`src/rtl/lidar_link_pkg.sv`:
```
// Shared LiDAR link definitions: header bytes, frame size, TX FSM states, payload checksum.
// Frame size depends on RESULT_TX_CHECKSUM_EN (9 bytes when defined, 8 otherwise).
package lidar_link_pkg;

  localparam logic [7:0] LINK_HDR_A = 8'h55;
  localparam logic [7:0] LINK_HDR_B = 8'hAA;

`ifdef RESULT_TX_CHECKSUM_EN
  localparam logic [3:0] FRAME_BYTES = 4'd9;
`else
  localparam logic [3:0] FRAME_BYTES = 4'd8;
`endif

  localparam logic [3:0] LAST_BYTE_IDX = FRAME_BYTES - 4'd1;

  typedef enum logic [1:0] {
    ST_IDLE,
    ST_LOAD,
    ST_SEND_BYTE,
    ST_FINISH
  } tx_state_t;

  // Modulo-256 sum of the six payload bytes; headers are not included.
  function automatic logic [7:0] payload_checksum(input logic [15:0] w0,
                                                  input logic [15:0] w1,
                                                  input logic [15:0] w2);
    logic [7:0] sum;
    sum = w0[7:0] + w0[15:8] + w1[7:0] + w1[15:8] + w2[7:0] + w2[15:8];
    return sum;
  endfunction

endpackage

```
`src/rtl/uart_byte_tx.sv`:
```
// 8N1 byte serializer: baud counter plus 10-bit shift register, LSB first, line idles high.
module uart_byte_tx #(
  parameter int unsigned CLKS_PER_BIT = 868
) (
  input  logic       clk,
  input  logic       rst,
  input  logic       start,
  input  logic [7:0] data,
  output logic       busy,
  output logic       tx,
  output logic       byte_done
);

  localparam int unsigned CW = $clog2(CLKS_PER_BIT);
  localparam logic [CW-1:0] CNT_LAST = CW'(CLKS_PER_BIT - 1);
  localparam logic [CW-1:0] CNT_PEN  = CW'(CLKS_PER_BIT - 2);

  if (CLKS_PER_BIT < 2) begin : g_bad_cpb
    $error("uart_byte_tx: CLKS_PER_BIT must be at least 2");
  end

  logic [9:0]    shift_q;
  logic [CW-1:0] cnt_q;
  logic [3:0]    bit_q;
  logic          busy_q;
  logic          last_cycle;
  logic          accept;

  // byte_done fires one cycle before the stop bit ends; a start offered in that final
  // stop cycle is accepted so consecutive bytes leave no idle gap on the line.
  assign last_cycle = busy_q && (bit_q == 4'd9) && (cnt_q == CNT_LAST);
  assign byte_done  = busy_q && (bit_q == 4'd9) && (cnt_q == CNT_PEN);
  assign accept     = start && (!busy_q || last_cycle);
  assign busy       = busy_q;
  assign tx         = shift_q[0];

  always_ff @(posedge clk) begin
    if (rst) begin
      shift_q <= '1;
      cnt_q   <= '0;
      bit_q   <= '0;
      busy_q  <= 1'b0;
    end else if (accept) begin
      shift_q <= {1'b1, data, 1'b0};
      cnt_q   <= '0;
      bit_q   <= '0;
      busy_q  <= 1'b1;
    end else if (busy_q) begin
      if (cnt_q == CNT_LAST) begin
        cnt_q   <= '0;
        shift_q <= {1'b1, shift_q[9:1]};
        if (bit_q == 4'd9) begin
          busy_q <= 1'b0;
        end else begin
          bit_q <= bit_q + 4'd1;
        end
      end else begin
        cnt_q <= cnt_q + 1'b1;
      end
    end
  end

endmodule

```
`src/rtl/result_packet_tx.sv`:
```
// LiDAR result packet transmitter: latches a result set on sendData and sends it as a UART frame.
// Define RESULT_TX_CHECKSUM_EN to append a payload checksum byte to every frame.
module result_packet_tx
  import lidar_link_pkg::*;
#(
  parameter int unsigned CLKS_PER_BIT = 868,
  parameter logic [7:0]  HDR_A        = LINK_HDR_A,
  parameter logic [7:0]  HDR_B        = LINK_HDR_B
) (
  input  logic        clk,
  input  logic        rst,
  input  logic [15:0] max_distance_angle,
  input  logic [15:0] min_distance_angle,
  input  logic [15:0] obs_alert,
  input  logic        sendData,
  output logic        tx,
  output logic        busy,
  output logic        done,
  output logic        overrun
);

  tx_state_t   state_q, state_d;
  logic [3:0]  idx_q;
  logic [15:0] max_q, min_q, obs_q;
  logic        overrun_q;
  logic        ser_start;
  logic [7:0]  ser_byte;
  logic        ser_busy;
  logic        ser_byte_done;

  uart_byte_tx #(
    .CLKS_PER_BIT(CLKS_PER_BIT)
  ) u_ser (
    .clk       (clk),
    .rst       (rst),
    .start     (ser_start),
    .data      (ser_byte),
    .busy      (ser_busy),
    .tx        (tx),
    .byte_done (ser_byte_done)
  );

  always_comb begin
    ser_byte = HDR_A;
    case (idx_q)
      4'd0:    ser_byte = HDR_A;
      4'd1:    ser_byte = HDR_B;
      4'd2:    ser_byte = max_q[7:0];
      4'd3:    ser_byte = max_q[15:8];
      4'd4:    ser_byte = min_q[7:0];
      4'd5:    ser_byte = min_q[15:8];
      4'd6:    ser_byte = obs_q[7:0];
      4'd7:    ser_byte = obs_q[15:8];
`ifdef RESULT_TX_CHECKSUM_EN
      4'd8:    ser_byte = payload_checksum(max_q, min_q, obs_q);
`endif
      default: ser_byte = HDR_A;
    endcase
  end

  // After the last byte's byte_done, idx steps past the end and SEND_BYTE holds one more
  // cycle so FINISH lines up with the cycle after the final stop bit.
  always_comb begin
    state_d   = state_q;
    ser_start = 1'b0;
    unique case (state_q)
      ST_IDLE: begin
        if (sendData) state_d = ST_LOAD;
      end
      ST_LOAD: begin
        ser_start = 1'b1;
        state_d   = ST_SEND_BYTE;
      end
      ST_SEND_BYTE: begin
        if (idx_q == FRAME_BYTES) begin
          state_d = ST_FINISH;
        end else if (ser_byte_done && (idx_q != LAST_BYTE_IDX)) begin
          state_d = ST_LOAD;
        end
      end
      ST_FINISH: begin
        state_d = ST_IDLE;
      end
      default: state_d = ST_IDLE;
    endcase
  end

  always_ff @(posedge clk) begin
    if (rst) begin
      state_q   <= ST_IDLE;
      idx_q     <= '0;
      max_q     <= '0;
      min_q     <= '0;
      obs_q     <= '0;
      overrun_q <= 1'b0;
    end else begin
      state_q   <= state_d;
      overrun_q <= sendData && (state_q != ST_IDLE);
      if ((state_q == ST_IDLE) && sendData) begin
        max_q <= max_distance_angle;
        min_q <= min_distance_angle;
        obs_q <= obs_alert;
        idx_q <= '0;
      end else if ((state_q == ST_SEND_BYTE) && ser_byte_done) begin
        idx_q <= idx_q + 4'd1;
      end
    end
  end

  assign busy    = (state_q == ST_LOAD) || (state_q == ST_SEND_BYTE) || ser_busy;
  assign done    = (state_q == ST_FINISH);
  assign overrun = overrun_q;

endmodule
```
`config.mk`:
```
export PLATFORM = sky130hd
export DESIGN_NAME = result_packet_tx
export DESIGN_NICKNAME = d
export VERILOG_FILES = /design/src/rtl/lidar_link_pkg.sv /design/src/rtl/uart_byte_tx.sv /design/src/rtl/result_packet_tx.sv
export SDC_FILE = /design/constraint.sdc
export NUM_CORES = 1
export LEC_CHECK = 0
export CORE_MARGIN = 2
export CORE_UTILIZATION = 24
export DETAILED_ROUTE_END_ITERATION = 7
export SLEW_MARGIN = 10
export SYNTH_ARGS = -nofsm -noshare
export SYNTH_HDL_FRONTEND = slang
export SYNTH_HIERARCHICAL = 1
export SYNTH_SLANG_ARGS = --single-unit
```
`constraint.sdc`:
```
create_clock -name clk -period 3.2 [get_ports clk]
set_input_delay 0.64 -clock clk [delete_from_list [all_inputs] [get_ports clk]]
set_output_delay 0.64 -clock clk [all_outputs]
set_load 0.02 [all_outputs]
```
==> impl_metrics.toml, run 1 <==
[run_status]
status = "finished clean"

[place]
post_dp_cell_area_um2 = 4320
finalWeightedCongestion = 0.805
port_buffers = 54
dp_hpwl_um = 6730

[timing]
drv_slew = 0
setup_viol_count_final = 0
holdWs_ns = 0.456
min_period_over_period_pct = 82.5
period_minus_slack_ns = 2.64
worst_pin_slew_ns = 0.862
rsz0062_at_grt = "no"
relSlewSlack_pct = 41.8
timing.fmax_mhz = 379
fin_skew_ns = 0.00717
fin_tns_setup_ns = 0
final_hold_viol_count = 0

[synthesis]
synth_nets = 523
ys_ff_latch = 79
synthesis.area_um2 = 3670
syn_inst = 459
synth_edf_count = 0
yosysUniqueCellTypes = 55
synth_async_sr_flop_share_pct = 0
synth.avg_cell_area_um2 = 8.00
ys_seq_area_share_pct = 43.1
ys.flop_type = "dfxtp_1"
ys_warn_count = 6

[finish]
syn_to_final_growth_pct = 25.4
n_fill_cell = 1591
nets = 560
drive_gt1_share_pct = 5.40
regArea_um2 = 1580
multi_input_comb_area_um2 = 1920
n_antenna_cell = 0
final_area_um2 = 4600

[pwr]
power_density_nw_per_um2 = 652
p_leak_nw = 1.62
fin_total_pwr_mw = 3.00
max-vdd-ir-drop_v = 0.000273

[clock_tree]
cts_hold_buf = 0
path_clk_slew_ns = 0.05
ctsRootBufferMaster = "clkbuf_16"
post_cts_buffers = 0
clk_path_buf_depth = 2
clkSinkCount = 79
cts_buffers = 9
clkLatencyLatePin_ns = 0.33
cts_tree = "built"
htreeDepth = 3
cts.repair.resized = 0

[global_route]
grt_overflow = 0
antenna_found_initial = 0
grt_usage_pct = 12.3
grt_max_degree = 53
grt_pass1_wl_um = 16100
grt_pass1_vias = 3269

[worst_setup_path]
cpPeakStageDelay_ns = 0.55
critPathMaxFanout = 5
critPathSlowestCell = "clkdlybuf4s50_1"
crit_chain = "inv_1 > ha_1 > or2_2 > clkdlybuf4s50_1"
cp_data_arrival_time_ns = 2.00
worstPathRequired_ns = 2.56
worstSetupEndpointType = "output pin"
critPathKind = "reg2out"
crit_path_start_kind = "register"

[routing]
drt-wirelength-per-cell_um = 13.7
routed_wl_um = 9440
drt_first_iter_violations = 220
dr.pass1.iters = 5
viasPerCell = 4.81
drtAntennaViolNets = 0
drc_errors = 0
vias = 3312

[floorplanning]
fp.dieArea_um2 = 16300
pin_count = 55
die_w_um = 128
rows = 45
core_area_um2 = 15100
initial_core_util_pct = 24.3
die_y_um = 128

[flow_run]
drv_cap = 0

[min_path]
hold_path_class = "reg2reg"
synth_stat cells (all sizes together), types with 2 or more instances:
| master | n | share of area, % |
|---|---|---|
| o21ai | 10 | 1.4 |
| nor2b | 2 | 0.34 |
| clkbuf | 25 | 2.8 |
| ha | 13 | 4.4 |
| inv | 9 | 0.92 |
| a221oi | 5 | 1.2 |
| nand3b | 2 | 0.41 |
| a222oi | 6 | 1.6 |
| nor3 | 10 | 1.5 |
| buf | 6 | 0.95 |
| xnor2 | 5 | 1.2 |
| a211oi | 4 | 0.82 |
| nand2 | 125 | 13 |
| and2b | 2 | 0.41 |
| nand3 | 4 | 0.55 |
| mux2i | 3 | 0.82 |
| a311o | 4 | 1.1 |
| a311oi | 2 | 0.48 |
| or3 | 5 | 1.0 |
| nand4 | 6 | 1.0 |
| a21oi | 57 | 7.9 |
| dfxtp | 79 | 43 |
| nor2 | 30 | 3.1 |
| nand2b | 2 | 0.34 |
| and3 | 2 | 0.38 |
| a22oi | 7 | 1.4 |
| o22a | 7 | 1.7 |
| a31oi | 4 | 0.68 |
| xor2 | 6 | 1.4 |
| nand4b | 2 | 0.48 |
critical path: cells and delay by family, from the launching register on:
kind	cells	cell delay, ns
simple gates	1	0.30
fa+ha+maj	1	0.29
flops	1	0.42
buf+inv	2	0.66
placed cells by master (no fill, tap or decap), drive strengths merged, types with 2 or more instances in the layout:
| cell | count |
|---|---|
| a22oi | 7 |
| a221oi | 5 |
| a211oi | 4 |
| and3 | 2 |
| a311o | 4 |
| inv | 9 |
| nor3 | 10 |
| nand4 | 6 |
| nand4b | 2 |
| a311oi | 2 |
| mux2i | 3 |
| dfxtp | 79 |
| xnor2 | 5 |
| and2b | 2 |
| ha | 13 |
| nand2b | 2 |
| nor2b | 2 |
| or3 | 5 |
| a21oi | 57 |
| a222oi | 6 |
| nand2 | 125 |
| o22a | 7 |
| nand3 | 4 |
| xor2 | 6 |
| o21ai | 10 |
| a31oi | 4 |
| nor2 | 30 |
| clkdlybuf4s50 | 53 |
| buf | 4 |
| clkbuf | 13 |
| nand3b | 2 |
worst paths after layout:
| path | start | endpoint | slack [ns] | depth (start not counted) |
|---|---|---|---|---|
| worst min register to register | obs_q[0] | obs_q[0] | 0.46 | 2 |
| worst min-delay path | obs_q[0] | obs_q[0] | 0.46 | 2 |
| worst max register to register | u_ser/cnt_q[3] | state_q[1] | 0.58 | 6 |
| worst max-delay path | state_q[1] | busy | 0.56 | 4 |
metrics by stage:
step	util (%)	std cells	worst slack (ns)
floorplan	-	459	0.911
global placement	28.7	673	0.749
detailed placement	28.7	673	0.609
CTS	30.5	688	0.536
global route	30.5	688	0.351
finish	30.5	688	0.559
registers in the layout (all words and copies together) (netlist names):
| register | cells |
|---|---|
| idx_q | 4 |
| max_q | 16 |
| min_q | 16 |
| obs_q | 16 |
| overrun | 1 |
| state_q | 2 |
| u_ser/bit_q | 4 |
| u_ser/busy | 1 |
| u_ser/cnt_q | 10 |
| u_ser/shift_q | 9 |
cell type report:
type                       count  share of cell area [%]
clock inverter                 2                   0.354
clock buffer                  13                    5.66
timing repair buffer          57                    12.1
sequential                    79                    34.4
multi-input combinational    340                    41.6
inverter                       9                   0.734
tap                          188                    5.11
power by group:
group | switching, mW | total (mW) | internal, mW | leakage (nW)
sequential | 0.122 | 1.27 | 1.15 | 0.645
clock | 0.387 | 0.952 | 0.565 | 0.132
combinational | 0.461 | 0.772 | 0.311 | 0.841
cells by family (layout without fill, tap and decap cells):
family                   count (synthesis)  after routing  share of synthesized area (%)
buffers and inverters                   40             81                           4.70
XOR/XNOR                                11             11                           2.63
AND/OR/NAND/NOR                        201            201                           24.7
flip-flops                              79             79                           43.1
AO/OA/AOI/OAI                          112            112                           19.7
adder cells (fa/ha/maj)                 13             13                           4.43
multiplexers                             3              3                          0.818
routing by layer:
| layer | vias up | GRT usage (%) | routed length (um) | part of all wire (%) |
|---|---|---|---|---|
| li1 | 1670 | - | - | - |
| met1 | 1570 | 16.0 | 4400 | 47 |
| met2 | 68 | 19.6 | 4500 | 48 |
| met3 | 4 | 3.92 | 457 | 4.8 |
| met4 | 0 | 3.62 | 82 | 0.87 |
| met5 | - | 0 | 0 | 0 |
Power figures use the tool's default switching activity.
==> run 2, diff against run 1 <==
==> constraint.sdc (replaced) <==
create_clock -name clk -period 2.18 [get_ports clk]
set_input_delay 0.436 -clock clk [delete_from_list [all_inputs] [get_ports clk]]
set_output_delay 0.436 -clock clk [all_outputs]
set_load 0.02 [all_outputs]
==> impl_metrics.toml, run 2 (synthesized netlist as in run 1, its figures left out) <==
[worst_setup_path]
cp_data_arrival_time_ns = 2.33
cp_num_cells = 7
cpPeakStageDelay_ns = 0.55
cp-endpoint = "state_q[1]"
critPathKind = "reg2reg"
critPathMaxFanout = 4
r2r_start = "u_ser/cnt_q[7]"
reg2reg_to = "state_q[1]"
crit_path_start_kind = "register"
crit_buf_inv = 1
crit_chain = "or4b_4 > nor3_4 > and2b_1 > a222oi_1 > buf_4 > a21oi_2 > a311oi_1"
worstPathRequired_ns = 2.42
r2r_setup_slack_ns = 0.09
cp_top_family = "simple AND/OR/NAND/NOR gates"
startpoint = "u_ser/cnt_q[7]"
critPathSlowestCell = "or4b_4"
worstSetupEndpointType = "register"
r2r_cells = 7

[routing]
dr.pass1.iters = 5
drtAntennaViolNets = 0
top_layer = "met4"
routed_wl_um = 9880
drc_errors = 0
viasPerCell = 4.88
wl_met1_um = 4490
met2_wirelength_um = 4770
vias = 3462
drt-wirelength-per-cell_um = 13.9
drt_first_iter_violations = 185
wl_met3_um = 404

[floorplanning]
die_y_um = 128
pin_count = 55
core_area_um2 = 15100
rows = 45
die_w_um = 128
initial_core_util_pct = 24.3
fp.dieArea_um2 = 16300

[timing]
relSlewSlack_pct = 58.8
worst_pin_slew_ns = 0.617
final_hold_viol_count = 0
drv_slew = 0
worst_slack_ns = 0.0938
rsz0062_at_grt = "yes"
setup_viol_count_final = 0
fin_skew_ns = 0.0107
min_period_over_period_pct = 95.7
timing.fmax_mhz = 479
period_minus_slack_ns = 2.09

[global_route]
antenna_found_initial = 0
grt_max_degree = 59
grt_pass1_vias = 3523
grt_overflow = 0
grt_pass1_wl_um = 16500
grt_usage_pct = 12.6

[clock_tree]
clkSinkCount = 79
clkLatencyLatePin_ns = 0.34
cts_tree = "built"
ctsRootBufferMaster = "clkbuf_16"
cts_buffers = 9
htreeDepth = 3
clk_path_buf_depth = 2
path_clk_slew_ns = 0.06

[finish]
final_util_pct = 31.9
n_antenna_cell = 0
n_fill_cell = 1595
final_common_cell = "nand2_1"
final_area_um2 = 4810
mostFrequentLayoutCells = "125 x nand2_1, 75 x dfxtp_1, 55 x a21oi_1, 52 x clkdlybuf4s50_1, 30 x nor2_1"
reg.largest.list = "max_q x16, min_q x16, obs_q x16"
drive_gt1_share_pct = 11.9
syn_to_final_growth_pct = 31.1
nets = 580

[run_status]
status = "finished clean"

[pwr]
power_density_nw_per_um2 = 937
p_leak_nw = 1.75
max-vdd-ir-drop_v = 0.000376
fin_total_pwr_mw = 4.51

[place]
post_dp_cell_area_um2 = 4500
dp_hpwl_um = 7060
port_buffers = 54
post-place-ws_ns = -0.0123
finalWeightedCongestion = 0.816

[flow_run]
drv_cap = 0

[min_path]
hold_path_class = "in2reg"
[run 2: power by group]
group / switching [mW] / internal [mW]
Combinational: 0.717 / 0.536
Clock: 0.605 / 0.777
Sequential: 0.178 / 1.70
[run 2: how the worst min path moves through the flow]
stage	depth (start not counted)	to	slack, ns	startpoint
after floorplan	2	obs_q[2]	0.44	obs_q[2]
after global placement	1	u_ser/shift_q[7]	0.44	u_ser/shift_q[7]
after detailed placement	2	min_q[15]	0.45	min_q[15]
after CTS	2	u_ser/shift_q[0]	0.39	rst
after global routing	2	u_ser/shift_q[0]	0.40	rst
final	2	u_ser/shift_q[0]	0.41	rst
[run 2: routing by layer]
| layer | vias up | global-route usage [%] |
|---|---|---|
| met5 | - | 0 |
| met4 | 0 | 5.62 |
| met3 | 16 | 2.80 |
| met2 | 79 | 20.5 |
| met1 | 1654 | 15.9 |
| li1 | 1713 | - |
[run 2: layout make-up]
type | count | area, um2 | area share (%)
tap | 188 | 235 | 4.89
multi-input combinational | 340 | 1960 | 40.6
sequential | 79 | 1590 | 33.0
inverter | 9 | 33.8 | 0.702
timing repair buffer | 77 | 728 | 15.1
clock inverter | 6 | 43.8 | 0.910
clock buffer | 10 | 229 | 4.76
[run 2: through the flow]
step	cells	setup TNS [ns]	hold WS, ns
2_1_floorplan	459	0	0.436
3_3_place_gp	691	0	0.444
3_5_place_dp	691	-0.0246	0.449
6_report	709	0	0.409
4_1_cts	709	0	0.386
5_1_grt	709	-0.0523	0.401
[run 2: timing repair]
action	in CTS	in global routing
buffers inserted	2	0
setup endpoints to repair	4	19
hold endpoints to repair	0	0
hold buffers	0	0
resized for setup	6	8
cloned	0	0
pin swaps	1	6
==> run 3, diff against run 2 <==
--- a/config.mk
+++ b/config.mk
@@ -8,6 +8,7 @@
 export CORE_MARGIN = 2
 export CORE_UTILIZATION = 24
 export DETAILED_ROUTE_END_ITERATION = 7
+export HOLD_SLACK_MARGIN = 0.08
 export SLEW_MARGIN = 10
 export SYNTH_ARGS = -nofsm -noshare
 export SYNTH_HDL_FRONTEND = slang
==> results of run 3 <==
No change in the layout: final DEF, timing and power equal those of run 2.
